$ cat src/rtl/usb_tx_serializer.sv
// rtl/usb_tx_serializer.sv - wide frame to USB byte stream serializer; optional CRC-16 trailer via TX_CRC_EN
module usb_tx_serializer #(
    parameter int NUM_BYTES = 66
) (
    input  logic                   clk,
    input  logic                   n_rst,
    input  logic [NUM_BYTES*8-1:0] tx_data_in,
    input  logic                   tx_load,
    output logic                   tx_busy,
    output logic [7:0]             usb_data_out,
    output logic                   usb_byte_valid,
    input  logic                   usb_byte_ack,
    output logic                   tx_done
);
    localparam int W  = NUM_BYTES * 8;
    localparam int CW = $clog2(NUM_BYTES + 1);
    localparam logic [CW-1:0] LAST_IDX = CW'(NUM_BYTES - 1);

`ifdef TX_CRC_EN
    typedef enum logic [2:0] {IDLE, SEND, CRC_LO, CRC_HI, DONE} state_t;
`else
    typedef enum logic [2:0] {IDLE, SEND, DONE} state_t;
`endif

    state_t          state_q, state_d;
    logic [W-1:0]    shift_q;
    logic [CW-1:0]   count_q;
    logic            xfer;

`ifdef TX_CRC_EN
    logic [15:0]     crc_q;

    // Reflected CRC-16 (0xA001), one whole byte folded in per call, LSB first
    function automatic logic [15:0] crc16_step(input logic [15:0] crc_in, input logic [7:0] data);
        logic [15:0] c;
        c = crc_in ^ {8'h00, data};
        for (int i = 0; i < 8; i++) begin
            c = c[0] ? ((c >> 1) ^ 16'hA001) : (c >> 1);
        end
        return c;
    endfunction
`endif

    assign xfer = usb_byte_valid & usb_byte_ack;

    always_comb begin
        state_d = state_q;
        case (state_q)
            IDLE: if (tx_load) state_d = SEND;
            SEND: begin
                if (xfer && count_q == LAST_IDX) begin
`ifdef TX_CRC_EN
                    state_d = CRC_LO;
`else
                    state_d = DONE;
`endif
                end
            end
`ifdef TX_CRC_EN
            CRC_LO: if (xfer) state_d = CRC_HI;
            CRC_HI: if (xfer) state_d = DONE;
`endif
            DONE:    state_d = IDLE;
            default: state_d = IDLE;
        endcase
    end

    always_comb begin
        tx_busy        = (state_q != IDLE);
        tx_done        = (state_q == DONE);
        usb_byte_valid = 1'b0;
        usb_data_out   = 8'h00;
        case (state_q)
            SEND: begin
                usb_byte_valid = 1'b1;
                usb_data_out   = shift_q[W-1 -: 8];
            end
`ifdef TX_CRC_EN
            // Transmitted CRC is the ones' complement of the running register
            CRC_LO: begin
                usb_byte_valid = 1'b1;
                usb_data_out   = ~crc_q[7:0];
            end
            CRC_HI: begin
                usb_byte_valid = 1'b1;
                usb_data_out   = ~crc_q[15:8];
            end
`endif
            default: ;
        endcase
    end

    always_ff @(posedge clk or negedge n_rst) begin
        if (!n_rst) begin
            state_q <= IDLE;
            shift_q <= '0;
            count_q <= '0;
`ifdef TX_CRC_EN
            crc_q   <= 16'hFFFF;
`endif
        end else begin
            state_q <= state_d;
            if (state_q == IDLE && tx_load) begin
                shift_q <= tx_data_in;
                count_q <= '0;
`ifdef TX_CRC_EN
                crc_q   <= 16'hFFFF;
`endif
            end else if (state_q == SEND && xfer) begin
                shift_q <= shift_q << 8;
                count_q <= count_q + CW'(1);
`ifdef TX_CRC_EN
                crc_q   <= crc16_step(crc_q, shift_q[W-1 -: 8]);
`endif
            end
        end
    end
endmodule
$ cat config.mk
export PLATFORM = sky130hd
export DESIGN_NAME = usb_tx_serializer
export DESIGN_NICKNAME = d
export VERILOG_FILES = /design/src/rtl/usb_tx_serializer.sv
export SDC_FILE = /design/constraint.sdc
export NUM_CORES = 1
export LEC_CHECK = 0
export ABC_AREA = 1
export ABC_CLOCK_PERIOD_IN_PS = 3940
export BUFFER_PORTS_ARGS = -buffer_cell sky130_fd_sc_hd__buf_4
export CORE_ASPECT_RATIO = 1.75
export CORE_MARGIN = 2
export CORE_UTILIZATION = 40
export DETAILED_ROUTE_END_ITERATION = 7
export PLACE_DENSITY_LB_ADDON = 0.15
export SYNTH_ARGS = -nofsm -noshare
export SYNTH_HDL_FRONTEND = slang
export SYNTH_SLANG_ARGS = --single-unit
$ cat constraint.sdc
create_clock -name clk -period 3.94 [get_ports clk]
set_clock_uncertainty 0.1 [all_clocks]
set_input_delay 0.394 -clock clk [delete_from_list [all_inputs] [get_ports clk]]
set_output_delay 0.394 -clock clk [all_outputs]
set_load 0.005 [all_outputs]
==> impl_metrics.csv <==
group,metric,value,unit
global_routing,track_usage,24.8,%
global_routing,grt_use_met3,4.69,%
worst_setup_path,reg2reg_slack,1420,ps
floorplanning,coreArea,64000,um2
clock_tree,clockBufferDepth,3,
global_routing,grt_util_met1,30.0,%
worst_setup_path,cp.required,4340,ps
placed_design,hpwl,54400,um
cells_and_area,drive_gt1_share,17.2,%
timing,fin_crit_sh,63.9,%
timing,fin_ws,1420,ps
worst_setup_path,end_kind,"register",
global_routing,grt_pass1_wl,131000,um
worst_setup_path,cp-start-kind,"register",
timing,rsz0062_at_grt,"false",
detailed_routing,drt-initial-drc-count,1285,
timing,setup_viol,0,
floorplanning,io_pins,543,
cells_and_area,stdcell_area,37000,um2
detailed_routing,wl_per_cell,17.6,um
floorplanning,start_util,40.2,%
clock_tree,cts-htree-levels,2,
worst_setup_path,setup.worst_path.start,"state_q[1]",
power,p_per_area,557,nW/um2
timing,layout_min_cycle_time,2520,ps
floorplanning,dieArea,66400,um2
floorplanning,num_rows,123,
cells_and_area,fin_nets,4395,
clock_tree,postCtsSetupRepairBufs,0,
global_routing,grt_max_degree,157,
worst_setup_path,critPathArrivalTime,2920,ps
detailed_routing,postRouteAntennaNets,0,
yosys,synth_area,25700,um2
cells_and_area,fill_cells,5569,
run_status,outcome,"finished, final reports clean",
clock_tree,cts_tree,"yes",
global_routing,grt_pass1_vias,24900,
detailed_routing,vias,24000,
clock_tree,path_clk_slew,70,ps
placed_design,postPlaceCellArea,30000,um2
timing,drv_slew,0,
floorplanning,fp.dieH,339,um
global_routing,grt.overflow.total,0,
worst_setup_path,cp_max_fo,128,
cells_and_area,syn_to_final_growth,43.7,%
detailed_routing,viasPerCell,5.07,
detailed_routing,wl,83300,um
timing,worst_pin_slew,1030,ps
worst_setup_path,endpoint,"shift_q[313]",
clock_tree,cts.root.buffer_cell,"clkbuf_16",
worst_setup_path,reg2reg_depth,6,
placed_design,io_buffers,542,
cells_and_area,regArea,13400,um2
placed_design,preCtsSetupSlack,1450,ps
worst_setup_path,r2r_end,"shift_q[313]",
detailed_routing,drc,0,
cells_and_area,layout.cells.non_filler,4730,
yosys,seq_area_frac_synth,52.2,%
hold_path,hold_path_class,"in2reg",
timing,tns,0,ps
clock_tree,cts_made_buffers,52,
timing,clock.fmax,0.397,GHz
clock_tree,clock_latency,620,ps
worst_setup_path,critical_path_class,"reg2reg",
yosys,ys_ff_latch,537,
placed_design,dp_cells,4108,
placed_design,globalplace.congestion,0.858,
worst_setup_path,regToRegStartpoint,"state_q[1]",
yosys,synth_area_per_cell,8.74,um2
detailed_routing,drt_pass1_iterations,5,
yosys,synth.distinct_cells,23,
yosys,netlist_instances,2943,
clock_tree,cts_sinks,537,
job,maxCapViolations,0,
yosys,yosys_warnings,0,
cells_and_area,multi_input_area,8830,um2
power,peakVddDrop,0.000386,V
floorplanning,die_w,196,um
global_routing,antenna_found_initial,26,
global_routing,use_met2,42.5,%
timing,finalHoldViolCount,0,
global_routing,grt-busiest-layer,"met2",
power,p_leak,18.8,nW
timing,slew-limit-headroom,31.4,%
yosys,synthesis.nets,3477,
[logic make-up (layout without fill, tap and decap cells)]
family | after synthesis | count (layout) | synth area share, %
flops | 537 | 537 | 52.2
buf+inv | 773 | 1730 | 13.5
other cells | 0 | 18 | 0
compound gates | 1054 | 1054 | 25.6
fa+ha+maj | 2 | 2 | 0.0973
simple gates | 577 | 577 | 8.56
[flip-flops by register name (all words and copies together), names as in the netlist]
register	cells
shift_q	528
count_q	7
state_q	2
[timing repair]
item / 4_1_cts / 5_1_grt
endpoints found under the hold margin: 589 / 0
gates resized for setup: 0 / 0
hold buffers: 511 / 0
[cell type report]
| class | instances | area share (%) |
|---|---|---|
| repair buffers | 1097 | 26.6 |
| multi-input cells | 1633 | 23.9 |
| clock buffers | 80 | 4.27 |
| well taps | 812 | 2.75 |
| diodes | 18 | 0.122 |
| flip-flops and latches | 537 | 36.4 |
| clock inverters | 13 | 0.552 |
| inverters | 540 | 5.48 |
[worst max-delay path, stage by stage (launching register included)]
cell and delay, ps:
dfrtp_1 420, inv_2 100, nand3_4 320, nand2_8 550, buf_12 460, o211ai_1 220, o21ai_0 150
[layer usage]
| layer | up-vias | wire (um) |
|---|---|---|
| met4 | 16 | 4000 |
| li1 | 11600 | - |
| met3 | 215 | 4370 |
| met1 | 11300 | 34200 |
| met2 | 789 | 40600 |
| met5 | - | 106 |
[power breakdown]
part	internal, mW	switching, mW	total, mW	leakage [nW]
clock network	3.08	2.22	5.30	0.875
logic	2.86	4.26	7.12	10.8
registers	7.57	0.573	8.14	7.12
[stage by stage]
stage / utilization [%] / power, mW / hold WS [ps]
final: 57.7 / 20.6 / 34.3
after global routing: 57.7 / 22.1 / 5.75
after CTS: 57.7 / 20.7 / 2.53
after detailed placement: 46.9 / 14.9 / 401
after global placement: 46.9 / 14.7 / 400
after floorplan: - / 13.0 / -1.59
[cells in the final DEF, fill, tap and decap left out, types with 2 or more instances in the layout]
cell,netlist,final
nor2_1,14,14
nand3_1,5,5
o21ai_0,399,399
dlygate4sd3_1,0,511
buf_4,3,561
inv_6,0,3
clkinv_2,0,4
nand2_1,549,549
inv_2,2,2
dfrtp_1,537,537
bufinv_16,0,5
ha_1,2,2
diode_2,0,18
o21ai_1,133,133
clkbuf_8,0,15
nand4_1,5,5
buf_12,0,24
clkbuf_16,0,53
o211ai_1,520,520
clkbuf_1,59,12
inv_1,537,537
[Yosys cell counts (all sizes together)]
master | n | area share, %
clkinv | 1 | 0.015
clkbuf | 59 | 0.86
nand3 | 6 | 0.14
dfrtp | 537 | 52
buf | 174 | 4.8
nor3 | 1 | 0.019
nand2 | 550 | 8.0
o22ai | 1 | 0.024
ha | 2 | 0.097
a21oi | 1 | 0.019
o211ai | 520 | 15
nor2 | 15 | 0.25
nand4 | 5 | 0.12
o21ai | 532 | 10
inv | 539 | 7.9
[worst min path at each step]
stage                          startpoint      endpoint  slack [ps]  cells after the start
after floorplan                     n_rst    count_q[0]          -2                      0
after global placement       shift_q[385]  shift_q[385]         400                      2
after detailed placement            n_rst  shift_q[178]         400                      1
after CTS                 tx_data_in[252]  shift_q[252]           3                      3
after global routing      tx_data_in[394]  shift_q[394]           6                      3
final                      tx_data_in[86]   shift_q[86]          30                      3
Note: power is estimated with default switching activity, not from simulation.
